**src/rtl/mem_access_ctrl.sv**
```systemverilog
// mem_access_ctrl: load/store unit between the EX stage and a single-beat memory bus.
//
// Accepts one load or store per transaction. The transaction runs IDLE -> WAIT -> DONE.
// A misaligned request returns an addr_error pulse instead. A missing bus_ack returns a
// bus_error pulse instead.
//
// Ports
//   clk_i, rst_ni          clock, asynchronous active-low reset
//   req_valid_i            EX stage presents a memory op this cycle
//   mem_op_i               0 LB, 1 LBU, 2 LH, 3 LHU, 4 LW, 8 SB, 9 SH, A SW, others no-op
//   addr_i                 byte address
//   store_data_i           store source; byte/half taken from the low bits
//   write_reg_addr_i       load destination register
//   bus_req_o, bus_we_o    bus request and write qualifier
//   bus_addr_o             word-aligned bus address
//   bus_sel_o              byte-lane enables, lane0 = bits 7:0
//   bus_wdata_o            store data replicated across lanes
//   bus_rdata_i, bus_ack_i read data and transfer complete (only looked at in WAIT)
//   stall_req_o            freeze pipeline upstream of MEM
//   result_valid_o         one-cycle completion pulse
//   load_result_o          extended load data (0 for stores)
//   write_reg_en_o/addr_o  register write-back enable and address
//   addr_error_o           one-cycle pulse on a misaligned request
//   bus_error_o            one-cycle pulse on a bus timeout
module mem_access_ctrl #(
   parameter int unsigned TIMEOUT = 16  // 1..255 WAIT cycles before abort
) (
   input  logic        clk_i,
   input  logic        rst_ni,
   input  logic        req_valid_i,
   input  logic [3:0]  mem_op_i,
   input  logic [31:0] addr_i,
   input  logic [31:0] store_data_i,
   input  logic [4:0]  write_reg_addr_i,
   output logic        bus_req_o,
   output logic        bus_we_o,
   output logic [31:0] bus_addr_o,
   output logic [3:0]  bus_sel_o,
   output logic [31:0] bus_wdata_o,
   input  logic [31:0] bus_rdata_i,
   input  logic        bus_ack_i,
   output logic        stall_req_o,
   output logic        result_valid_o,
   output logic [31:0] load_result_o,
   output logic        write_reg_en_o,
   output logic [4:0]  write_reg_addr_o,
   output logic        addr_error_o,
   output logic        bus_error_o
);

   localparam logic [1:0] SzByte = 2'd0;
   localparam logic [1:0] SzHalf = 2'd1;
   localparam logic [1:0] SzWord = 2'd2;

   // Last WAIT cycle index in which an ack can still arrive.
   localparam logic [7:0] TimeoutLast = 8'(TIMEOUT - 1);

   typedef enum logic [1:0] {StIdle, StWait, StDone} state_e;

   state_e      state_q;
   logic        bus_req_q, bus_we_q;
   logic [31:0] bus_addr_q, bus_wdata_q;
   logic [3:0]  bus_sel_q;
   logic        result_valid_q, write_reg_en_q;
   logic [31:0] load_result_q;
   logic [4:0]  write_reg_addr_q;
   logic        addr_error_q, bus_error_q;
   logic [7:0]  wait_cnt_q;
   logic        op_load_q, op_signed_q;
   logic [1:0]  op_size_q;
   logic [1:0]  addr_lo_q;
   logic [4:0]  dest_q;

   // Request decode
   logic        op_valid, op_load, op_signed, aligned;
   logic [1:0]  op_size;
   logic        req_ok, accept, misalign;
   logic [3:0]  sel_new;
   logic [31:0] wdata_new;

   always_comb begin
      op_valid  = 1'b1;
      op_load   = 1'b1;
      op_signed = 1'b0;
      op_size   = SzByte;
      case (mem_op_i)
         4'h0: op_signed = 1'b1;
         4'h1: ;
         4'h2: begin op_signed = 1'b1; op_size = SzHalf; end
         4'h3: op_size = SzHalf;
         4'h4: op_size = SzWord;
         4'h8: op_load = 1'b0;
         4'h9: begin op_load = 1'b0; op_size = SzHalf; end
         4'hA: begin op_load = 1'b0; op_size = SzWord; end
         default: op_valid = 1'b0;
      endcase
   end

   always_comb begin
      aligned   = 1'b1;
      sel_new   = 4'b0001 << addr_i[1:0];
      wdata_new = {4{store_data_i[7:0]}};
      case (op_size)
         SzHalf: begin
            aligned   = ~addr_i[0];
            sel_new   = addr_i[1] ? 4'b1100 : 4'b0011;
            wdata_new = {2{store_data_i[15:0]}};
         end
         SzWord: begin
            aligned   = (addr_i[1:0] == 2'b00);
            sel_new   = 4'b1111;
            wdata_new = store_data_i;
         end
         default: ;
      endcase
   end

   // Gated with rst_ni so stall_req stays low while reset is held.
   assign req_ok   = rst_ni && req_valid_i && op_valid && (state_q == StIdle);
   assign accept   = req_ok && aligned;
   assign misalign = req_ok && !aligned;

   assign stall_req_o = accept || (state_q == StWait);

   // Load extraction from the latched lane offset
   logic [7:0]  rd_byte;
   logic [15:0] rd_half;
   logic [31:0] rd_ext;

   always_comb begin
      case (addr_lo_q)
         2'd0:    rd_byte = bus_rdata_i[7:0];
         2'd1:    rd_byte = bus_rdata_i[15:8];
         2'd2:    rd_byte = bus_rdata_i[23:16];
         default: rd_byte = bus_rdata_i[31:24];
      endcase
      rd_half = addr_lo_q[1] ? bus_rdata_i[31:16] : bus_rdata_i[15:0];
      case (op_size_q)
         SzByte:  rd_ext = op_signed_q ? {{24{rd_byte[7]}}, rd_byte} : {24'd0, rd_byte};
         SzHalf:  rd_ext = op_signed_q ? {{16{rd_half[15]}}, rd_half} : {16'd0, rd_half};
         default: rd_ext = bus_rdata_i;
      endcase
   end

   // FSM with registered outputs
   always_ff @(posedge clk_i or negedge rst_ni) begin
      if (!rst_ni) begin
         state_q          <= StIdle;
         bus_req_q        <= 1'b0;
         bus_we_q         <= 1'b0;
         bus_addr_q       <= 32'd0;
         bus_sel_q        <= 4'd0;
         bus_wdata_q      <= 32'd0;
         result_valid_q   <= 1'b0;
         load_result_q    <= 32'd0;
         write_reg_en_q   <= 1'b0;
         write_reg_addr_q <= 5'd0;
         addr_error_q     <= 1'b0;
         bus_error_q      <= 1'b0;
         wait_cnt_q       <= 8'd0;
         op_load_q        <= 1'b0;
         op_signed_q      <= 1'b0;
         op_size_q        <= SzByte;
         addr_lo_q        <= 2'd0;
         dest_q           <= 5'd0;
      end else begin
         addr_error_q <= 1'b0;
         bus_error_q  <= 1'b0;
         case (state_q)
            StIdle: begin
               if (accept) begin
                  state_q     <= StWait;
                  bus_req_q   <= 1'b1;
                  bus_we_q    <= ~op_load;
                  bus_addr_q  <= {addr_i[31:2], 2'b00};
                  bus_sel_q   <= sel_new;
                  bus_wdata_q <= wdata_new;
                  wait_cnt_q  <= 8'd0;
                  op_load_q   <= op_load;
                  op_signed_q <= op_signed;
                  op_size_q   <= op_size;
                  addr_lo_q   <= addr_i[1:0];
                  dest_q      <= write_reg_addr_i;
               end else if (misalign) begin
                  addr_error_q <= 1'b1;
               end
            end
            StWait: begin
               // Ack takes priority over a timeout in the same cycle.
               if (bus_ack_i) begin
                  state_q        <= StDone;
                  bus_req_q      <= 1'b0;
                  bus_we_q       <= 1'b0;
                  result_valid_q <= 1'b1;
                  if (op_load_q) begin
                     write_reg_en_q   <= 1'b1;
                     write_reg_addr_q <= dest_q;
                     load_result_q    <= rd_ext;
                  end
               end else if (wait_cnt_q == TimeoutLast) begin
                  state_q     <= StIdle;
                  bus_req_q   <= 1'b0;
                  bus_we_q    <= 1'b0;
                  bus_error_q <= 1'b1;
               end else begin
                  wait_cnt_q <= wait_cnt_q + 8'd1;
               end
            end
            StDone: begin
               state_q          <= StIdle;
               result_valid_q   <= 1'b0;
               write_reg_en_q   <= 1'b0;
               write_reg_addr_q <= 5'd0;
               load_result_q    <= 32'd0;
            end
            default: state_q <= StIdle;
         endcase
      end
   end

   assign bus_req_o        = bus_req_q;
   assign bus_we_o         = bus_we_q;
   assign bus_addr_o       = bus_addr_q;
   assign bus_sel_o        = bus_sel_q;
   assign bus_wdata_o      = bus_wdata_q;
   assign result_valid_o   = result_valid_q;
   assign load_result_o    = load_result_q;
   assign write_reg_en_o   = write_reg_en_q;
   assign write_reg_addr_o = write_reg_addr_q;
   assign addr_error_o     = addr_error_q;
   assign bus_error_o      = bus_error_q;

endmodule

```
**config.mk**
```make
export PLATFORM = sky130hd
export DESIGN_NAME = mem_access_ctrl
export DESIGN_NICKNAME = d
export VERILOG_FILES = /design/src/rtl/mem_access_ctrl.sv
export SDC_FILE = /design/constraint.sdc
export NUM_CORES = 1
export LEC_CHECK = 0
export ABC_AREA = 1
export CELL_PAD_IN_SITES_DETAIL_PLACEMENT = 1
export CELL_PAD_IN_SITES_GLOBAL_PLACEMENT = 1
export CORE_UTILIZATION = 36
export CTS_BUF_LIST = sky130_fd_sc_hd__clkbuf_8
export DETAILED_ROUTE_END_ITERATION = 12
export HOLD_SLACK_MARGIN = 0.06
export MAX_ROUTING_LAYER = met4
export PLACE_DENSITY = 0.95
export SETUP_SLACK_MARGIN = 0.05
export SLEW_MARGIN = 30
export SYNTH_ARGS = -nofsm -noshare
export SYNTH_HDL_FRONTEND = slang
export SYNTH_SLANG_ARGS = --single-unit
```
**constraint.sdc**
```tcl
create_clock -name clk_i -period 3.7 [get_ports clk_i]
set_input_delay 0.555 -clock clk_i [delete_from_list [all_inputs] [get_ports clk_i]]
set_output_delay 0.555 -clock clk_i [all_outputs]
set_load 0.02 [all_outputs]
```
==> results_dict.tcl <==
set metrics [dict create \
    hold_class "input port to asynchronous set/reset pin" \
    core-area_mm2 0.0167 \
    max_freq_mhz 321 \
    synth_warnings 0 \
    wl_met2_mm 10.9 \
    worst_skew_pair.late_latency_ps 450 \
    wirelength_mm 21.9 \
    p_per_area_mw_per_mm2 589 \
    grt_pass1_wl_mm 35.1 \
    mostFrequentLayoutCell "nand2_1" \
    syn_area_mm2 0.00621 \
    cp-end-kind "primary output" \
    floorplan.rows 47 \
    period_needed_ps 3120 \
    worstPathMaxFanout 4 \
    status "completed" \
    slew_violations 0 \
    power_frac_comb_pct 38.3 \
    overflow 0 \
    worstPathArrival_ps 2560 \
    cts_buffers 17 \
    cts_tree "done" \
    cts_buffer_depth 2 \
    ys_seq_area_share_pct 52.4 \
    drtIter0Drc 341 \
    vias_per_cell 5.03 \
    p_leak_nw 4.44 \
    switching_power_mw 1.93 \
    critPathKind "input port to primary output" \
    intPower_mw 3.33 \
    worst_pin_slew_ps 875 \
    cts_sinks 130 \
    grt_max_degree 83 \
    p_seq_share_pct 39.2 \
    wl_per_cell_um 17.7 \
    grt_pass1_vias 6914 \
    io_buffers 218 \
    synth_area_per_cell_um2 7.81 \
    max-cap-violations 0 \
    hold_buffers 0 \
    fin_tns_setup_ps 0 \
    final_antenna_net_count 0 \
    wl_met3_mm 1.64 \
    cts.clk_slew.worst_paths_ps 80 \
    switching_share_pct 36.7 \
    remaining_drc_errors 0 \
    finalHoldViolations 0 \
    final_cell_mix "349 x nand2_1, 216 x clkdlybuf4s50_1, 130 x dfrtp_1" \
    fin_cells 1238 \
    syn-instance-count 795 \
    dpl.hpwl_mm 15.7 \
    nets 1118 \
    synthDistinctLibCells 34 \
    vdd_ir_drop_max_mv 0.276 \
    die_x_um 133 \
    fin_crit_sh_pct 84.3 \
    top_layer "met4" \
    reg2reg_slack_ps 1360 \
    met1_length_mm 8.77 \
    die_h_um 133 \
    rsz0062_at_grt "false" \
    ios 221 \
    firstDrtPassIters 4 \
    required_ps 3140 \
    slew_headroom_pct 41.6 \
    drive_gt1_share_pct 6.59 \
    place_congestion 0.866 \
    final-setup-viol-count 0 \
    area_growth_pct 44.0 \
    vias 6223 \
    finClkSkew_ps 13.3 \
    placed_cells 1206 \
    start_util_pct 37.2 \
    clkPwrFrac_pct 22.5 \
    ys_ff_latch 130 \
    htree_num_levels 4 \
    cts_root_buffer "clkbuf_8" \
    dieArea_mm2 0.0178 \
    antenna_found_initial 1 \
    cp-start-kind "input port" \
    globalRouteTotalUtil_pct 26.3 \
]
[cell usage after synthesis, drive strengths merged]
library cell  number  area [um2]
o21a               1        7.51
o2111ai            1        8.76
nand3b             1        7.51
o21ai             56         280
nand2            351        1320
o22ai              1        6.26
a22o               9        78.8
a21oi             28         140
a21boi            12        90.1
conb               1        3.75
clkinv             1        3.75
nor4               1        6.26
nor2              45         174
or2               14        87.6
clkbuf             7        27.5
nor3               3        15.0
inv               52         195
buf               31         181
o211ai             6        45.0
ha                 4        50.1
dfrtp            130        3250
o21bai             1        7.51
nand4              2        18.8
nand3             37         200
[worst max-delay path, cell delays in order]
cell and delay [ps]:
clkdlybuf4s50_1 560, inv_2 60, nor2_1 120, nand2_1 100, nand2_1 110, inv_1 80
ha_1 300, inv_1 60, nand3_1 160, nand3_4 100, nand2_1 100, dlymetal6s2s_1 260
[power by group through the flow]
stage	Sequential, mW	Clock, mW	Combinational [mW]
floorplan	2.42	0	0.597
global placement	2.06	0	1.95
detailed placement	2.08	0	2.02
CTS	2.06	1.20	2.04
global route	2.11	1.26	2.18
finish	2.06	1.19	2.02
[cell families (layout without fill, tap and decap cells)]
family / count (synthesis) / in the layout / synth area share, %
buffers and inverters: 91 / 312 / 6.57
DFF: 130 / 130 / 52.4
other: 1 / 3 / 0.0604
and+or+nand+nor: 454 / 454 / 29.5
AOI/OAI and AO/OA: 115 / 115 / 10.7
adders and majority gates: 4 / 4 / 0.806
[repair_timing]
action	in CTS	in global routing
gates resized for setup	0	1
endpoints found under the hold margin	0	0
setup endpoints to repair	0	1
setup buffers	0	0
[sequential cells by signal, indices dropped and copies added, names as in the netlist]
name	flops
addr_error_o	1
addr_lo_q	2
bus_addr_o	30
bus_error_o	1
bus_req_o	1
bus_sel_o	4
bus_wdata_o	32
bus_we_o	1
dest_q	5
load_result_o	32
op_load_q	1
op_signed_q	1
op_size_q	2
result_valid_o	1
state_q	2
wait_cnt_q	8
write_reg_addr_o	5
write_reg_en_o	1
[path summary, 6_finish.rpt]
path / cells past startpoint / to / start
worst max-delay path: 12 / stall_req_o / mem_op_i[1]
worst min-delay path: 2 / bus_addr_o[24] / rst_ni
max in group asynchronous: 3 / bus_addr_o[10] / rst_ni
min in group clk_i: 2 / load_result_o[13] / load_result_o[13]
worst min register to register: 2 / load_result_o[13] / load_result_o[13]
worst max register to register: 5 / load_result_o[26] / op_size_q[1]
[final cells by class]
cell class / count / area, um2
Fill cell: 2048 / 7750
Sequential cell: 130 / 3250
Multi-Input combinational cell: 575 / 2560
Timing Repair Buffer: 228 / 2280
Tap cell: 220 / 275
Clock buffer: 19 / 262
Inverter: 53 / 199
Clock inverter: 12 / 116
Antenna cell: 1 / 2.50
[metal layers]
metal  track usage, %  up-vias
met2             43.7      216
met4             10.6        0
met5                -        -
met3             7.42       48
li1                 -     2919
met1             29.8     3040
[stage by stage]
step	hold WS, ps	area [um2]	power [mW]	setup slack (ps)	util [%]
3_5_place_dp	464	8560	4.10	227	51.3
6_report	221	8950	5.27	580	53.6
3_3_place_gp	456	8560	4.01	341	51.3
2_1_floorplan	259	6210	3.02	1220	-
4_1_cts	356	8940	5.31	211	53.5
5_1_grt	259	8950	5.55	402	53.6
No activity file was read; power rests on OpenSTA's default activity.
